[config.mk]
export PLATFORM = sky130hd
export DESIGN_NAME = arbitro_sumador
export DESIGN_NICKNAME = d
export VERILOG_FILES = /design/src/rtl/arbitro_sumador.sv
export SDC_FILE = /design/constraint.sdc
export NUM_CORES = 1
export LEC_CHECK = 0
export BUFFER_PORTS_ARGS = -buffer_cell sky130_fd_sc_hd__buf_4
export CORE_MARGIN = 3
export CORE_UTILIZATION = 32
export CTS_BUF_LIST = sky130_fd_sc_hd__clkbuf_2 sky130_fd_sc_hd__clkbuf_4 sky130_fd_sc_hd__clkbuf_8
export DETAILED_ROUTE_END_ITERATION = 8
export PLACE_DENSITY_LB_ADDON = 0.2
export SYNTH_ARGS = -nofsm -noshare
export SYNTH_HDL_FRONTEND = slang
export SYNTH_SLANG_ARGS = --single-unit
export TNS_END_PERCENT = 1
[constraint.sdc]
create_clock -name CLK -period 1.9 [get_ports CLK]
set_input_delay 0.285 -clock CLK [delete_from_list [all_inputs] [get_ports CLK]]
set_output_delay 0.285 -clock CLK [all_outputs]
set_load 0.05 [all_outputs]
[src/rtl/arbitro_sumador.sv]
// Round-robin arbiter that shares one external 8-bit adder between two requesters.
// Each grant runs ISSUE (one enable pulse), ADD_LAT wait cycles, then a one-cycle DONE.
module arbitro_sumador #(
    parameter int unsigned ADD_LAT = 1
) (
    input  logic       CLK,
    input  logic       RESET,
    input  logic       REQ0,
    input  logic       REQ1,
    input  logic [7:0] A0,
    input  logic [7:0] B0,
    input  logic [7:0] A1,
    input  logic [7:0] B1,
    input  logic [1:0] MODO0,
    input  logic [1:0] MODO1,
    input  logic       RCI0,
    input  logic       RCI1,
    output logic       GNT0,
    output logic       GNT1,
    output logic       DONE0,
    output logic       DONE1,
    output logic [7:0] Q_OUT,
    output logic       RCO_OUT,
    output logic [7:0] A,
    output logic [7:0] B,
    output logic [1:0] MODO,
    output logic       ENB,
    output logic       RCI,
    input  logic [7:0] Q,
    input  logic       RCO
);

    localparam logic [1:0] StIdle  = 2'd0;
    localparam logic [1:0] StIssue = 2'd1;
    localparam logic [1:0] StWait  = 2'd2;
    localparam logic [1:0] StDone  = 2'd3;

    // Wait counter is loaded with ADD_LAT-1 so the capture happens on its zero cycle.
    localparam logic [3:0] WaitLoad = 4'(ADD_LAT - 1);

    logic [1:0] state_q, state_d;
    logic       owner_q, owner_d;
    logic       ptr_q, ptr_d;
    logic [3:0] wait_cnt_q, wait_cnt_d;
    logic [7:0] a_q, a_d;
    logic [7:0] b_q, b_d;
    logic [1:0] modo_q, modo_d;
    logic       rci_q, rci_d;
    logic [7:0] q_out_q, q_out_d;
    logic       rco_out_q, rco_out_d;
    logic       winner;
    logic       busy;

    // With both requests high the pointer decides; otherwise the lone requester wins.
    assign winner = (REQ0 && REQ1) ? ptr_q : REQ1;

    always_comb begin
        state_d    = state_q;
        owner_d    = owner_q;
        ptr_d      = ptr_q;
        wait_cnt_d = wait_cnt_q;
        a_d        = a_q;
        b_d        = b_q;
        modo_d     = modo_q;
        rci_d      = rci_q;
        q_out_d    = q_out_q;
        rco_out_d  = rco_out_q;
        case (state_q)
            StIdle: begin
                if (REQ0 || REQ1) begin
                    owner_d = winner;
                    a_d     = winner ? A1 : A0;
                    b_d     = winner ? B1 : B0;
                    modo_d  = winner ? MODO1 : MODO0;
                    rci_d   = winner ? RCI1 : RCI0;
                    state_d = StIssue;
                end
            end
            StIssue: begin
                wait_cnt_d = WaitLoad;
                state_d    = StWait;
            end
            StWait: begin
                if (wait_cnt_q == 4'd0) begin
                    q_out_d   = Q;
                    rco_out_d = RCO;
                    state_d   = StDone;
                end else begin
                    wait_cnt_d = wait_cnt_q - 4'd1;
                end
            end
            StDone: begin
                ptr_d   = ~owner_q;
                state_d = StIdle;
            end
            default: state_d = StIdle;
        endcase
    end

    always_ff @(posedge CLK) begin
        if (RESET) begin
            state_q    <= StIdle;
            owner_q    <= 1'b0;
            ptr_q      <= 1'b0;
            wait_cnt_q <= 4'd0;
            a_q        <= 8'd0;
            b_q        <= 8'd0;
            modo_q     <= 2'd0;
            rci_q      <= 1'b0;
            q_out_q    <= 8'd0;
            rco_out_q  <= 1'b0;
        end else begin
            state_q    <= state_d;
            owner_q    <= owner_d;
            ptr_q      <= ptr_d;
            wait_cnt_q <= wait_cnt_d;
            a_q        <= a_d;
            b_q        <= b_d;
            modo_q     <= modo_d;
            rci_q      <= rci_d;
            q_out_q    <= q_out_d;
            rco_out_q  <= rco_out_d;
        end
    end

    assign busy    = (state_q != StIdle);
    assign GNT0    = busy && !owner_q;
    assign GNT1    = busy && owner_q;
    assign DONE0   = (state_q == StDone) && !owner_q;
    assign DONE1   = (state_q == StDone) && owner_q;
    assign ENB     = (state_q == StIssue);
    assign A       = busy ? a_q : 8'd0;
    assign B       = busy ? b_q : 8'd0;
    assign MODO    = busy ? modo_q : 2'd0;
    assign RCI     = busy && rci_q;
    assign Q_OUT   = q_out_q;
    assign RCO_OUT = rco_out_q;

endmodule

# ---- Word-level counts from Yosys, hierarchy flattened
# Index checks and enable logic that the tools add are counted.
dict set report classes {
  addsub 1
  multipliers 0
  div 0
  n_lt_le_gt_ge 0
  eq_ne 6
  shift 0
  mux 13
  bitwise_logic 1
  reduce_logical 16
}
# cell count
set op_table {}
lappend op_table {{$mux 8} 4}
lappend op_table {{$mux 2} 4}
lappend op_table {{$pmux 2 s4} 1}
lappend op_table {{$pmux 4 s2} 1}
lappend op_table {{$reduce_and 2->1} 4}
lappend op_table {{$logic_and 1x1->1} 6}
lappend op_table {{$ne 2x2->1 const B} 3}
lappend op_table {{$eq 2x2->1 const B} 2}
lappend op_table {{$logic_not 4->1} 1}
lappend op_table {{$mux 4} 1}
lappend op_table {{$reduce_bool 2->1} 2}
lappend op_table {{$sub 4x1->4 const B} 1}
lappend op_table {{$eq 2x1->1 const B} 1}
lappend op_table {{$logic_not 2->1} 1}
lappend op_table {{$mux 1} 2}
lappend op_table {{$logic_not 1->1} 1}
lappend op_table {{$logic_or 1x1->1} 1}
lappend op_table {{$not 1->1} 1}
dict set report word_totals {
  register_bits 36
  latch_bits 0
  ramBits 0
  romBits 0
  out_inout_bits 33
  n_memories 0
}

# ---- Depth between registers and ports, before layout
dict set report logic_depth {
  ltp_word 3
  ltp_mapped 7
  mapped_depth_nobuf 5
}

# ---- Least setup slack after synthesis
# Ideal clock, no wire load.
dict set report synth_path {
  path_kind {reg-to-output}
  startpoint {register state_q[0]}
  endpoint {output A[0]}
  arrival_ns 1.630
  required_ns 1.615
  setup_slack_ns -0.015
  path_stages_with_launch 5
  cell_sequence {dfxtp_1 inv_1 ha_1 clkbuf_1 nor2b_1}
}
dict set report synth_via {
  elab_chain_len 2
}
# element line_no
set synth_rtl {}
lappend synth_rtl {{start: declaration} 41} ;# logic [1:0] state_q, state_d;
lappend synth_rtl {{start signal: assignment} 102} ;# state_q <= StIdle;
lappend synth_rtl {{start signal: assignment} 113} ;# state_q <= state_d;
lappend synth_rtl {{$reduce_bool 2->1} 126} ;# assign busy = (state_q != StIdle);
lappend synth_rtl {{$mux 8} 132} ;# assign A = busy ? a_q : 8'd0;
lappend synth_rtl {{end: declaration} 24} ;# output logic [7:0] A,
# No other way between the ends.

# ---- Final worst setup path
dict set report layout_path {
  startpoint {register state_q[0]}
  endpoint {output A[6]}
}
# The elaborated chain is that of the path after synthesis.

==> key figures <==
Placed design
  – Port buffer count: 83
  – RePlAce Congestion: about 0.7
  – DP Cell Count: about 370
  – Detailed placement HPWL: between 3 and 4 mm

Yosys
  – Number of synthesized flops with an enable pin: 0
  – Unique masters post-synth: 29
  – Synth area leaders: dfxtp_1 (38%), nand3b_1 (8.6%), a311oi_2 (7.8%), nor2b_1 (6.9%), o21ai_1 (5.2%)
  – Post-synth top cells: dfxtp_1 (36), nand3b_1 (22), nor2b_1 (21)
  – Async S/R FF share, synth: 0%
  – Seq/Total Area, Yosys: 37.6%
  – Synth Instances: 225
  – Most frequent cell after synthesis: dfxtp_1
  – Netlist Area Pre-Place: around 1900 um^2
  – Syn avg cell area: ~8.5 um^2
  – Share of the synthesized area in the top cell type: between 30% and 40%
  – Primary FF master, synth: dfxtp_1
  – Mapped Nets: roughly 280
  – Synth area leader: dfxtp_1
  – Warnings from Yosys: 0
  – #FFs+latches synth: 36

Clock tree
  – Clock root buffer: clkbuf_8
  – Post-CTS setup buffer count: 0
  – CTS buffer count: 5
  – Skew-Pair Late Insertion Delay: about 0.29 ns
  – Clock Sinks: 36
  – CTS H-tree depth: 2
  – Clock buffer depth: 2
  – CTS tree: yes
  – Worst-path clk slew: 0.07 ns

Routing
  – DR iter-0 viols: 75
  – Drt first pass iters: 4
  – Final antenna-violating net count: 0
  – Final WL: 4.94 mm
  – Routed vias: around 1800
  – Drt wl/cell: 13.2 um
  – Via-to-Cell Ratio: just under 5
  – DRC Markers: 0

Floorplanning
  – # rows: 27
  – CORE AREA: about 5600 um^2
  – Die Wd: approximately 83 um
  – I/O pin count: 84
  – Initial Util: about a third
  – Die area: about 7000 um^2
  – Die Height: 83.4 um

Critical path
  – Critical path arrival: approximately 1.6 ns
  – Crit path largest cell delay: 0.39 ns
  – Worst path required time: about 1.6 ns
  – Number of buffers and inverters on the critical path: 3
  – Max stage delay cell, worst path: dfxtp_1
  – Crit. End Element: output port
  – CP cell instances: inv_1 > ha_2 > buf_12 > nor2b_1 > buf_4
  – Delay-heaviest family, CP: buffers and inverters
  – R2R setup slack: between 0.3 and 0.4 ns
  – CP Launch Type: register
  – Path type of the worst setup path: reg2out
  – Crit path max fanout: 21

GRT
  – Initial antenna violation count: 0
  – Largest net degree at the start of global routing: 40
  – GRT Resource Usage Total: 14.6%
  – Vias in the first global route: approximately 1700
  – First-pass GRT wire length: around 8.3 mm
  – Gr ovfl total: 0

STA
  – Final Hold Fails: 0
  – RSZ-0062 raised after global routing: no
  – Max Clock Skew: 0.00447 ns
  – Setup Viol. Count Final: 0
  – Max-slew violations: 0
  – Final clock period utilization by the worst path: a little over nine tenths
  – Worst Tran Pin Value: between 0.3 and 0.4 ns
  – Final min period: about 1.9 ns
  – Relative slew slack: around three quarters
  – Setup_tns: 0 ns
  – Achievable Freq: approximately 0.54 GHz

Layout
  – # fillers: approximately 560
  – Share of cells above drive strength 1: between 30% and 40%
  – Fin cells: 374
  – Nets: ~360
  – Diodes inserted: 0
  – Area growth syn-to-layout: 40.9%

Hold path
  – Worst hold path class: in2reg

Status
  – Status: completed

Pwr
  – Maximum VDD drop: ~0.74 mV
  – PwrDens: ~1500 nW/um^2
  – LEAKAGE: approximately 0.0011 uW

Flow run
  – Max-cap viol count: 0
## path summary, 6_finish.rpt
kind,cells past startpoint,end,from
setup / recovery,5,A[6],state_q[0]
hold reg to reg,2,Q_OUT[4],Q_OUT[4]
setup reg to reg,6,b_q[6],state_q[0]
hold / removal,3,Q_OUT[4],Q[4]
## logic make-up (layout without fill, tap and decap cells)
| group | Yosys count | in the layout | synth area share (%) |
|---|---|---|---|
| AO/OA/AOI/OAI | 68 | 68 | 25.1 |
| adder cells (fa/ha/maj) | 5 | 5 | 3.26 |
| buffers and inverters | 26 | 103 | 6.66 |
| flip-flops | 36 | 36 | 37.6 |
| multiplexers | 1 | 1 | 0.522 |
| AND/OR/NAND/NOR | 89 | 89 | 26.9 |
## layout by cell type (no fill, tap or decap), types with 2 or more instances in the layout
| cell type | n |
|---|---|
| dfxtp_1 | 36 |
| clkinv_2 | 2 |
| o21ai_0 | 11 |
| clkbuf_8 | 6 |
| inv_1 | 4 |
| a21oi_1 | 14 |
| nor2b_1 | 20 |
| buf_6 | 2 |
| buf_12 | 2 |
| o21ai_1 | 20 |
| and2b_1 | 2 |
| nor3_1 | 4 |
| a31oi_1 | 9 |
| buf_4 | 85 |
| nand3b_1 | 22 |
| inv_2 | 2 |
| ha_1 | 4 |
| a311oi_2 | 10 |
| nand2_1 | 20 |
| nor2_1 | 14 |
## worst min-delay path: cells and delay by family
family | cells | cell delay, ns
buf+inv | 1 | 0.11
compound gates | 1 | 0.05
simple gates | 1 | 0.04
## layout make-up
class                   count  area (um^2)  share of cell area, %
clock buffers               6         82.6                   3.06
clock inverters             2         10.0                  0.371
inverters                   6         22.5                  0.834
multi-input cells         163         1070                   39.8
flip-flops and latches     36          721                   26.7
well taps                  72         90.1                   3.34
repair buffers             89          701                   25.9
## per-stage QoR
step / hold WS [ns] / total power, uW / instance area [um^2] / utilization (%) / setup WS, ns
after floorplan: 0.421 / 2730 / 1920 / - / -0.0151
after global placement: 0.443 / 3380 / 2590 / 46.0 / 0.323
after detailed placement: 0.453 / 3400 / 2590 / 46.0 / 0.263
after CTS: 0.236 / 3980 / 2690 / 47.7 / 0.0451
after global routing: 0.238 / 4210 / 2700 / 47.9 / 0.00162
final: 0.239 / 3940 / 2700 / 47.9 / 0.0496
## layer usage
metal  wire, um  vias up  global-route usage (%)  share of wire, %
met2       2460       55                    24.9                50
met1       2100      838                    17.4                43
met5          0        -                       0                 0
met4         69        0                    5.20               1.4
li1           -      942                       -                 -
met3        303        5                    3.97               6.1
## timing repair
item                                    4_1_cts  5_1_grt
gates resized for setup                       1        3
hold buffers                                  0        0
endpoints found under the setup margin       13        2
## state kept, by name, summed over array words and instances (netlist names)
register / flops
owner_q: 1
b_q: 8
ptr_q: 1
wait_cnt_q: 4
modo_q: 2
a_q: 8
RCO_OUT: 1
Q_OUT: 8
state_q: 2
rci_q: 1
## where the power goes
group | switching, uW | internal, uW | leakage, uW | total, uW
Clock | 277 | 289 | 0.0000510 | 566
Sequential | 106 | 974 | 0.000296 | 1080
Combinational | 1460 | 830 | 0.000797 | 2290
Total | 1850 | 2090 | 0.00114 | 3940
(Power assumes the default switching activity.)
